--- config.mk ---
export PLATFORM = sky130hd
export DESIGN_NAME = serial_shifter_flat
export DESIGN_NICKNAME = d
export VERILOG_FILES = /design/src/rtl/serial_shifter_pkg.sv /design/src/rtl/serial_shifter_if.sv /design/src/rtl/serial_shifter_shift_step.sv /design/src/rtl/serial_shifter.sv /design/src/flat_wrapper.sv
export SDC_FILE = /design/constraint.sdc
export NUM_CORES = 1
export LEC_CHECK = 0
export ABC_AREA = 1
export CAP_MARGIN = 5
export CORE_MARGIN = 2
export CORE_UTILIZATION = 30
export CTS_BUF_LIST = sky130_fd_sc_hd__clkbuf_16
export CTS_CLUSTER_SIZE = 28
export DETAILED_ROUTE_END_ITERATION = 10
export PLACE_DENSITY = 0.56
export SLEW_MARGIN = 10
export SYNTH_ARGS = -nofsm -noshare
export SYNTH_HDL_FRONTEND = slang
export SYNTH_SLANG_ARGS = --single-unit
--- constraint.sdc ---
create_clock -name clk -period 1.55 [get_ports clk]
set_input_delay 0.31 -clock clk [delete_from_list [all_inputs] [get_ports clk]]
set_output_delay 0.31 -clock clk [all_outputs]
set_load 0.05 [all_outputs]
--- src/rtl/serial_shifter_pkg.sv ---
// Shared types and constants for the multi-cycle serial shift/rotate unit.
package serial_shifter_pkg;

    typedef enum logic [1:0] {
        IDLE  = 2'd0,
        SHIFT = 2'd1,
        DONE  = 2'd2
    } state_t;

    localparam logic DIR_LEFT     = 1'b0;
    localparam logic DIR_RIGHT    = 1'b1;
    localparam logic MODE_LOGICAL = 1'b0;
    localparam logic MODE_ROTATE  = 1'b1;

endpackage

--- src/rtl/serial_shifter_if.sv ---
// Start/busy/done request bus of the serial shifter; master issues operations.
interface serial_shifter_if #(
    parameter int WIDTH = 8,
    parameter int AMT_W = $clog2(WIDTH) + 1
);
    logic             start;
    logic [WIDTH-1:0] A;
    logic [AMT_W-1:0] amt;
    logic             dir;
    logic             rotate;
    logic             busy;
    logic             done;
    logic [WIDTH-1:0] out;

    modport master (
        output start, A, amt, dir, rotate,
        input  busy, done, out
    );

    modport slave (
        input  start, A, amt, dir, rotate,
        output busy, done, out
    );
endinterface

--- src/rtl/serial_shifter_shift_step.sv ---
// Combinational single-position shift: logical or rotate, left or right.
module shift_step
    import serial_shifter_pkg::*;
#(
    parameter int WIDTH = 8
) (
    input  logic [WIDTH-1:0] word,
    input  logic             dir,
    input  logic             rotate,
    output logic [WIDTH-1:0] shifted
);

    always_comb begin
        // NOTE: default assignment first so no path leaves 'shifted' unassigned (no latch).
        shifted = word;
        if (dir == DIR_LEFT) begin
            shifted = {word[WIDTH-2:0], (rotate == MODE_ROTATE) ? word[WIDTH-1] : 1'b0};
        end else begin
            shifted = {(rotate == MODE_ROTATE) ? word[0] : 1'b0, word[WIDTH-1:1]};
        end
    end

endmodule

--- src/rtl/serial_shifter.sv ---
// Multi-cycle shifter: moves the captured word one bit per clock, then pulses done.
module serial_shifter
    import serial_shifter_pkg::*;
#(
    parameter int WIDTH = 8,
    parameter int AMT_W = $clog2(WIDTH) + 1
) (
    input  logic              clk,
    input  logic              rst_n,
    serial_shifter_if.slave   bus
);

    state_t           state;
    logic [WIDTH-1:0] work;
    logic [WIDTH-1:0] work_next;
    logic [AMT_W-1:0] count;
    logic             dir_q;
    logic             rotate_q;
    logic             busy_q;
    logic             done_q;
    logic [WIDTH-1:0] out_q;

    shift_step #(.WIDTH(WIDTH)) u_step (
        .word    (work),
        .dir     (dir_q),
        .rotate  (rotate_q),
        .shifted (work_next)
    );

    // Amounts >= WIDTH need no special case: logical shifts drain to zero and
    // rotations wrap naturally while the counter runs down.
    always_ff @(posedge clk or negedge rst_n) begin
        if (!rst_n) begin
            // NOTE: every register here is a plain flop, so all of them are reset.
            state    <= IDLE;
            work     <= '0;
            count    <= '0;
            dir_q    <= DIR_LEFT;
            rotate_q <= MODE_LOGICAL;
            busy_q   <= 1'b0;
            done_q   <= 1'b0;
            out_q    <= '0;
        end else begin
            // NOTE: non-blocking assignments so every flop updates from pre-edge values.
            case (state)
                IDLE: begin
                    if (bus.start) begin
                        work     <= bus.A;
                        count    <= bus.amt;
                        dir_q    <= bus.dir;
                        rotate_q <= bus.rotate;
                        busy_q   <= 1'b1;
                        state    <= SHIFT;
                    end
                end
                SHIFT: begin
                    if (count == '0) begin
                        out_q  <= work;
                        done_q <= 1'b1;
                        state  <= DONE;
                    end else begin
                        work  <= work_next;
                        count <= count - AMT_W'(1);
                    end
                end
                DONE: begin
                    done_q <= 1'b0;
                    busy_q <= 1'b0;
                    state  <= IDLE;
                end
                default: begin
                    done_q <= 1'b0;
                    busy_q <= 1'b0;
                    state  <= IDLE;
                end
            endcase
        end
    end

    assign bus.busy = busy_q;
    assign bus.done = done_q;
    assign bus.out  = out_q;

endmodule
--- src/flat_wrapper.sv ---
// flat-port wrapper written by rule: the top's interface ports become plain ports
module serial_shifter_flat import serial_shifter_pkg::*;
#(
    parameter int WIDTH = 8,
    parameter int AMT_W = $clog2(WIDTH) + 1
)
  (clk, rst_n, bus_start, bus_A, bus_amt, bus_dir, bus_rotate, bus_busy, bus_done, bus_out);
  serial_shifter_if #(.WIDTH(WIDTH), .AMT_W(AMT_W)) bus_i ();
  input  logic clk;
  input  logic rst_n;
  input wire logic [$bits(bus_i.start)-1:0] bus_start;
  input wire logic [$bits(bus_i.A)-1:0] bus_A;
  input wire logic [$bits(bus_i.amt)-1:0] bus_amt;
  input wire logic [$bits(bus_i.dir)-1:0] bus_dir;
  input wire logic [$bits(bus_i.rotate)-1:0] bus_rotate;
  output wire logic [$bits(bus_i.busy)-1:0] bus_busy;
  output wire logic [$bits(bus_i.done)-1:0] bus_done;
  output wire logic [$bits(bus_i.out)-1:0] bus_out;
  assign bus_i.start = bus_start;
  assign bus_i.A = bus_A;
  assign bus_i.amt = bus_amt;
  assign bus_i.dir = bus_dir;
  assign bus_i.rotate = bus_rotate;
  assign bus_busy = bus_i.busy;
  assign bus_done = bus_i.done;
  assign bus_out = bus_i.out;
  serial_shifter #(.WIDTH(WIDTH), .AMT_W(AMT_W)) u_core (.clk(clk), .rst_n(rst_n), .bus(bus_i));
endmodule
; After elaboration in Yosys (flattened, before gate mapping)
; Index checks and enable logic that the tools add are counted.
[word_totals]
reg_bits = 26
word_cells = 40
[op_classes]
n_addsub = 1
eq_ne = 4
mux = 16
n_bitwise = 2
n_reduce_logical = 9
[ops]
columns = cell, count
row1 = 8-bit 2-to-1 mux, 3
row2 = 8-bit case mux with 2 select lines, 1
row3 = 2-bit AND reduction, 5
row4 = 4-bit 2-to-1 mux, 2
row5 = 4-bit case mux with 2 select lines, 1
row6 = 4-bit logical NOT, 1
row7 = 1-bit 2-to-1 mux, 4
row8 = 2-bit 2-to-1 mux, 2
row9 = 2-bit != test (second input constant), 2
row10 = 1-bit case mux with 2 select lines, 2
row11 = 2-bit case mux with 2 select lines, 1
row12 = 4-bit by 1-bit subtractor with 4-bit output (second input constant), 1
row13 = 3-bit AND reduction, 1
row14 = 2-bit by 1-bit equality test with 1-bit output (second input constant), 1
row15 = 2-bit logical NOT, 1
row16 = 2-bit by 1-bit != test with 1-bit output (second input constant), 1
row17 = 1-bit inverter, 2
row18 = 2-bit nonzero test, 1

; Depth between registers and ports, before layout
[depth]
ltp_word = 4
mapped_depth = 8
depth_no_buf = 8

; Hierarchy
; Synthesis repeated with hierarchy kept, for this count alone.
[unflattened]
cells_unflattened = 174
hier_area_um2 = 1400.1
[modules_own_cells]
columns = mod, instances, cells_each, area_each_um2, seq_area_each_um2
row1 = serial_shifter, 1, 148, 1287.5, 650.6
row2 = shift_step, 1, 26, 112.6, 0.0

; Least setup slack after synthesis
; Ideal clock, no wire load.
[synth_timing]
kind = reg-to-reg
startpoint = reg u_core.count[0]
endpoint = reg u_core.work[1]
arrival_time_ps = 1163
setup_slack_ps = 267
path_stages_with_launch = 9
n_path_buf = 1
period_less_slack_ps = 1283
path_cell_list = dfrtp_1 inv_1 ha_1 nand2_2 nand2_2 nand2_4 buf_6 nand2_1 o21ai_2
[synth_via]
elab_chain_cells = 3
[synth_rtl]
columns = item, line_no
row1 = "start, declared", serial_shifter.sv:16  ; logic [AMT_W-1:0] count;
row2 = "start signal, assigned", serial_shifter.sv:49  ; count <= bus.amt;
row3 = "start signal, assigned", serial_shifter.sv:63  ; count <= count - AMT_W'(1);
row4 = 4-bit logical NOT, serial_shifter.sv:57  ; if (count == '0) begin
row5 = 2-bit != test (no source line), -
row6 = 3-bit AND reduction (no source line), -
row7 = "end signal, assigned", serial_shifter.sv:48  ; work <= bus.A;
row8 = "end signal, assigned", serial_shifter.sv:62  ; work <= work_next;
row9 = "end, declared", serial_shifter.sv:14  ; logic [WIDTH-1:0] work;
; Every way passes these cells.
; A chain may end at the register's enable or synchronous reset.

; Worst setup path after layout
[layout_timing]
startpoint = reg u_core.count[0]
endpoint = reg u_core.work[5]
; The elaborated chain is that of the path after synthesis.

==> reports/qor.txt <==
=========================================================================================
Run status ................................................................. complete, no violations
Clock root buffer .......................................................... sky130_fd_sc_hd__clkbuf_16
Final Hold Viols ...........................................................            0
Cell type with the largest total area after synthesis ...................... sky130_fd_sc_hd__dfrtp_1
Final setup slack of the worst path ........................................       168 ps
Post-CTS sizing ............................................................            0
Sequential fraction of the synthesis area ..................................        46.4%
Maximum fanout along the worst path ........................................           19
Final setup vio count ......................................................            0
Total Wirelength ...........................................................      2800 um
CTS clk-pin slew, worst paths ..............................................        60 ps
Flops & latches, synth .....................................................           26
Worst reg-to-reg setup slack ...............................................       170 ps
Average wire per cell in the routed design .................................      11.5 um
Syn-to-layout area delta ...................................................        34.8%
Maximum resistive drop on vdd ..............................................   0.000669 V
Netlist area before placement ..............................................     1400 um2
Proportion of register bits with asynchronous set or reset after synthesis .         100%
Fin crit share .............................................................        89.1%
Min Clock Period, post-route ...............................................      1380 ps
Vias per cell ..............................................................         4.45
Detailed-routing wirelength on met1 ........................................      1370 um
Pin count of the biggest net entering global routing .......................           27
H-tree depth ...............................................................            1
Overflow left after global routing .........................................            0
Clk buf depth ..............................................................            2
Critical setup path kind ................................................... flip-flop to flip-flop
F_max ......................................................................    0.724 GHz
Number of port buffers .....................................................           26
DRC viols ..................................................................            0
Fraction of post-synthesis cell area in the top cell type by area ..........        46.4%
Count of distinct cell types in the synthesized netlist ....................           20
CTS sink cnt ...............................................................           26
Number of iterations in the first detailed-routing pass ....................            4
Horizontal die dimension ...................................................      72.3 um
Average cell area after synthesis ..........................................     8.54 um2
DP Wirelength ..............................................................      2020 um
Predominant post-synthesis flop cell ....................................... sky130_fd_sc_hd__dfrtp_1
Yosys synthesis warning count ..............................................            0
Core Footprint .............................................................     4410 um2
Main area contributors after synthesis ..................................... sky130_fd_sc_hd__dfrtp_1, sky130_fd_sc_hd__nand2_1, sky130_fd_sc_hd__o21ai_2, sky130_fd_sc_hd__nand3_1, sky130_fd_sc_hd__inv_1
Register area ..............................................................      651 um2
Total number of vias .......................................................         1087
Setup slack after placement ................................................       140 ps
Slew at the pin closest to its max-slew limit ..............................       424 ps
Worst setup skew after layout ..............................................      3.58 ps
Overall die height .........................................................      72.3 um
Instance count of the mapped netlist .......................................          164
FP Rows ....................................................................           24
CTS Buf Count ..............................................................            3
Syn Nets ...................................................................          183
Gpl congestion .............................................................        0.774
Power density cells ........................................................  2430 nW/um2
TritonCTS clock tree .......................................................        built
Final number of max-transition violations ..................................            0
Worst-skew pair later-pin latency ..........................................       260 ps
Worst endpoint data arrival time ...........................................      1530 ps
Starting utilization of the core area ......................................        31.7%
Nets .......................................................................          213
Kind of end point of the critical path .....................................    flip-flop
Total GRT Usage ............................................................        11.7%
Setup TNS ..................................................................         0 ps
Wire length of the first global-routing pass ...............................      4750 um
Hold WC Path Type .......................................................... primary input to async pin
Layout cell share with drive strength beyond 1 .............................        25.5%
Filler cell count ..........................................................          460
Post-detailed-route count of antenna-violating nets ........................            0
Uppermost layer routed .....................................................         met4
Relative max-transition margin .............................................        71.7%
Number of DRC markers in iteration 0 .......................................           52
Antenna violations before repair ...........................................            0
Antenna diodes .............................................................            0
DIE AREA ...................................................................     5230 um2
Buffer count from post-CTS setup fixing ....................................            0
I/O pin count ..............................................................           27
Dominant cell by count in the synthesized netlist .......................... sky130_fd_sc_hd__nand2_1
Critical Path RT ...........................................................      1700 ps
Setup crit start kind ......................................................    flip-flop
Footprint of the multi-input gates .........................................      624 um2
Static Leakage .............................................................     0.930 nW
Count of max-cap constraint violations .....................................            0
Quantity of hold-fixing buffers added after cts ............................            0
Met2 wire length ...........................................................      1240 um
Unrepaired setup endpoints after global routing ............................        false
Count of flip-flops with a built-in enable after synthesis .................            0
Worst hold slack after final layout ........................................       419 ps
Detail Route met3 WL .......................................................       116 um
Leading cell types by count after synthesis ................................ sky130_fd_sc_hd__nand2_1, sky130_fd_sc_hd__dfrtp_1, sky130_fd_sc_hd__o21ai_2
Via count of the first global-routing pass .................................         1048
=========================================================================================
worst max-delay path: stages, from the launching register on:
cell and delay [ps]:
sky130_fd_sc_hd__dfrtp_1 370, sky130_fd_sc_hd__inv_1 140, sky130_fd_sc_hd__ha_1 250, sky130_fd_sc_hd__nand2_2 70, sky130_fd_sc_hd__nand2_2 70, sky130_fd_sc_hd__nand2_4 70
sky130_fd_sc_hd__buf_12 160, sky130_fd_sc_hd__nand2_1 80, sky130_fd_sc_hd__o21ai_2 50
placed cells by master, fill, tap and decap left out:
master	netlist	final
sky130_fd_sc_hd__dfrtp_1	26	26
sky130_fd_sc_hd__buf_4	2	4
sky130_fd_sc_hd__nand3_2	2	2
sky130_fd_sc_hd__clkdlybuf4s50_1	0	16
sky130_fd_sc_hd__inv_1	16	16
sky130_fd_sc_hd__nand3_1	12	12
sky130_fd_sc_hd__clkbuf_16	0	3
sky130_fd_sc_hd__nor2_1	2	2
sky130_fd_sc_hd__nand2_1	64	64
sky130_fd_sc_hd__or2_2	3	3
sky130_fd_sc_hd__o21ai_0	3	3
sky130_fd_sc_hd__a21oi_1	2	2
sky130_fd_sc_hd__ha_1	2	2
sky130_fd_sc_hd__nand2_4	1	1
sky130_fd_sc_hd__o21ai_2	18	18
sky130_fd_sc_hd__inv_2	1	1
sky130_fd_sc_hd__nand2_2	3	3
sky130_fd_sc_hd__buf_12	1	11
sky130_fd_sc_hd__nor2_4	2	2
sky130_fd_sc_hd__nand3_4	1	1
flip-flops by register name, indices dropped and copies added (netlist names):
signal / count
u_core.rotate_q: 1
u_core.bus.out: 8
u_core.work: 8
u_core.state: 2
u_core.bus.done: 1
u_core.count: 4
u_core.dir_q: 1
u_core.bus.busy: 1
final cells by class:
| type | instances | area share, % |
|---|---|---|
| clock buffers | 3 | 3.97 |
| inverters | 17 | 3.38 |
| multi-input cells | 115 | 33.0 |
| flip-flops and latches | 26 | 34.4 |
| well taps | 52 | 3.44 |
| repair buffers | 31 | 21.7 |
metal layers:
layer / global-route usage, % / vias up
li1: - / 569
met1: 15.9 / 489
met2: 18.5 / 24
met3: 1.53 / 5
met4: 5.66 / 0
met5: 0 / -
where the power goes:
group | total [mW] | switching, mW | leakage (nW) | internal [mW]
Clock | 0.570 | 0.228 | 0.0370 | 0.342
Sequential | 1.23 | 0.229 | 0.322 | 1.00
Combinational | 2.79 | 1.64 | 0.571 | 1.15
Total | 4.58 | 2.09 | 0.930 | 2.49
cell families after synthesis:
kind of cell | synth area share, %
AO/OA/AOI/OAI | 13.0
adder cells (fa/ha/maj) | 1.79
buffers and inverters | 9.02
flip-flops | 46.4
AND/OR/NAND/NOR | 29.7
path summary, 6_finish.rpt:
check,start,end,cells past startpoint
setup / recovery,u_core.count[0]$_DFFE_PN0P_,u_core.work[5]$_DFFE_PN0P_,8
hold / removal,rst_n,u_core.bus.out[0]$_DFFE_PN0P_,2
setup reg to reg,u_core.count[0]$_DFFE_PN0P_,u_core.work[5]$_DFFE_PN0P_,8
hold reg to reg,u_core.rotate_q$_DFFE_PN0P_,u_core.rotate_q$_DFFE_PN0P_,2
max in group asynchronous,rst_n,u_core.dir_q$_DFFE_PN0P_,2
min in group clk,u_core.rotate_q$_DFFE_PN0P_,u_core.rotate_q$_DFFE_PN0P_,2
through the flow:
stage | instance area, um2 | total power [mW] | util [%] | instances
floorplan | 1400 | 3.24 | - | 164
global placement | 1810 | 4.02 | 41.1 | 241
detailed placement | 1810 | 4.06 | 41.1 | 241
CTS | 1890 | 4.65 | 42.8 | 244
global route | 1890 | 4.97 | 42.8 | 244
finish | 1890 | 4.58 | 42.8 | 244
(Power assumes the default switching activity.)
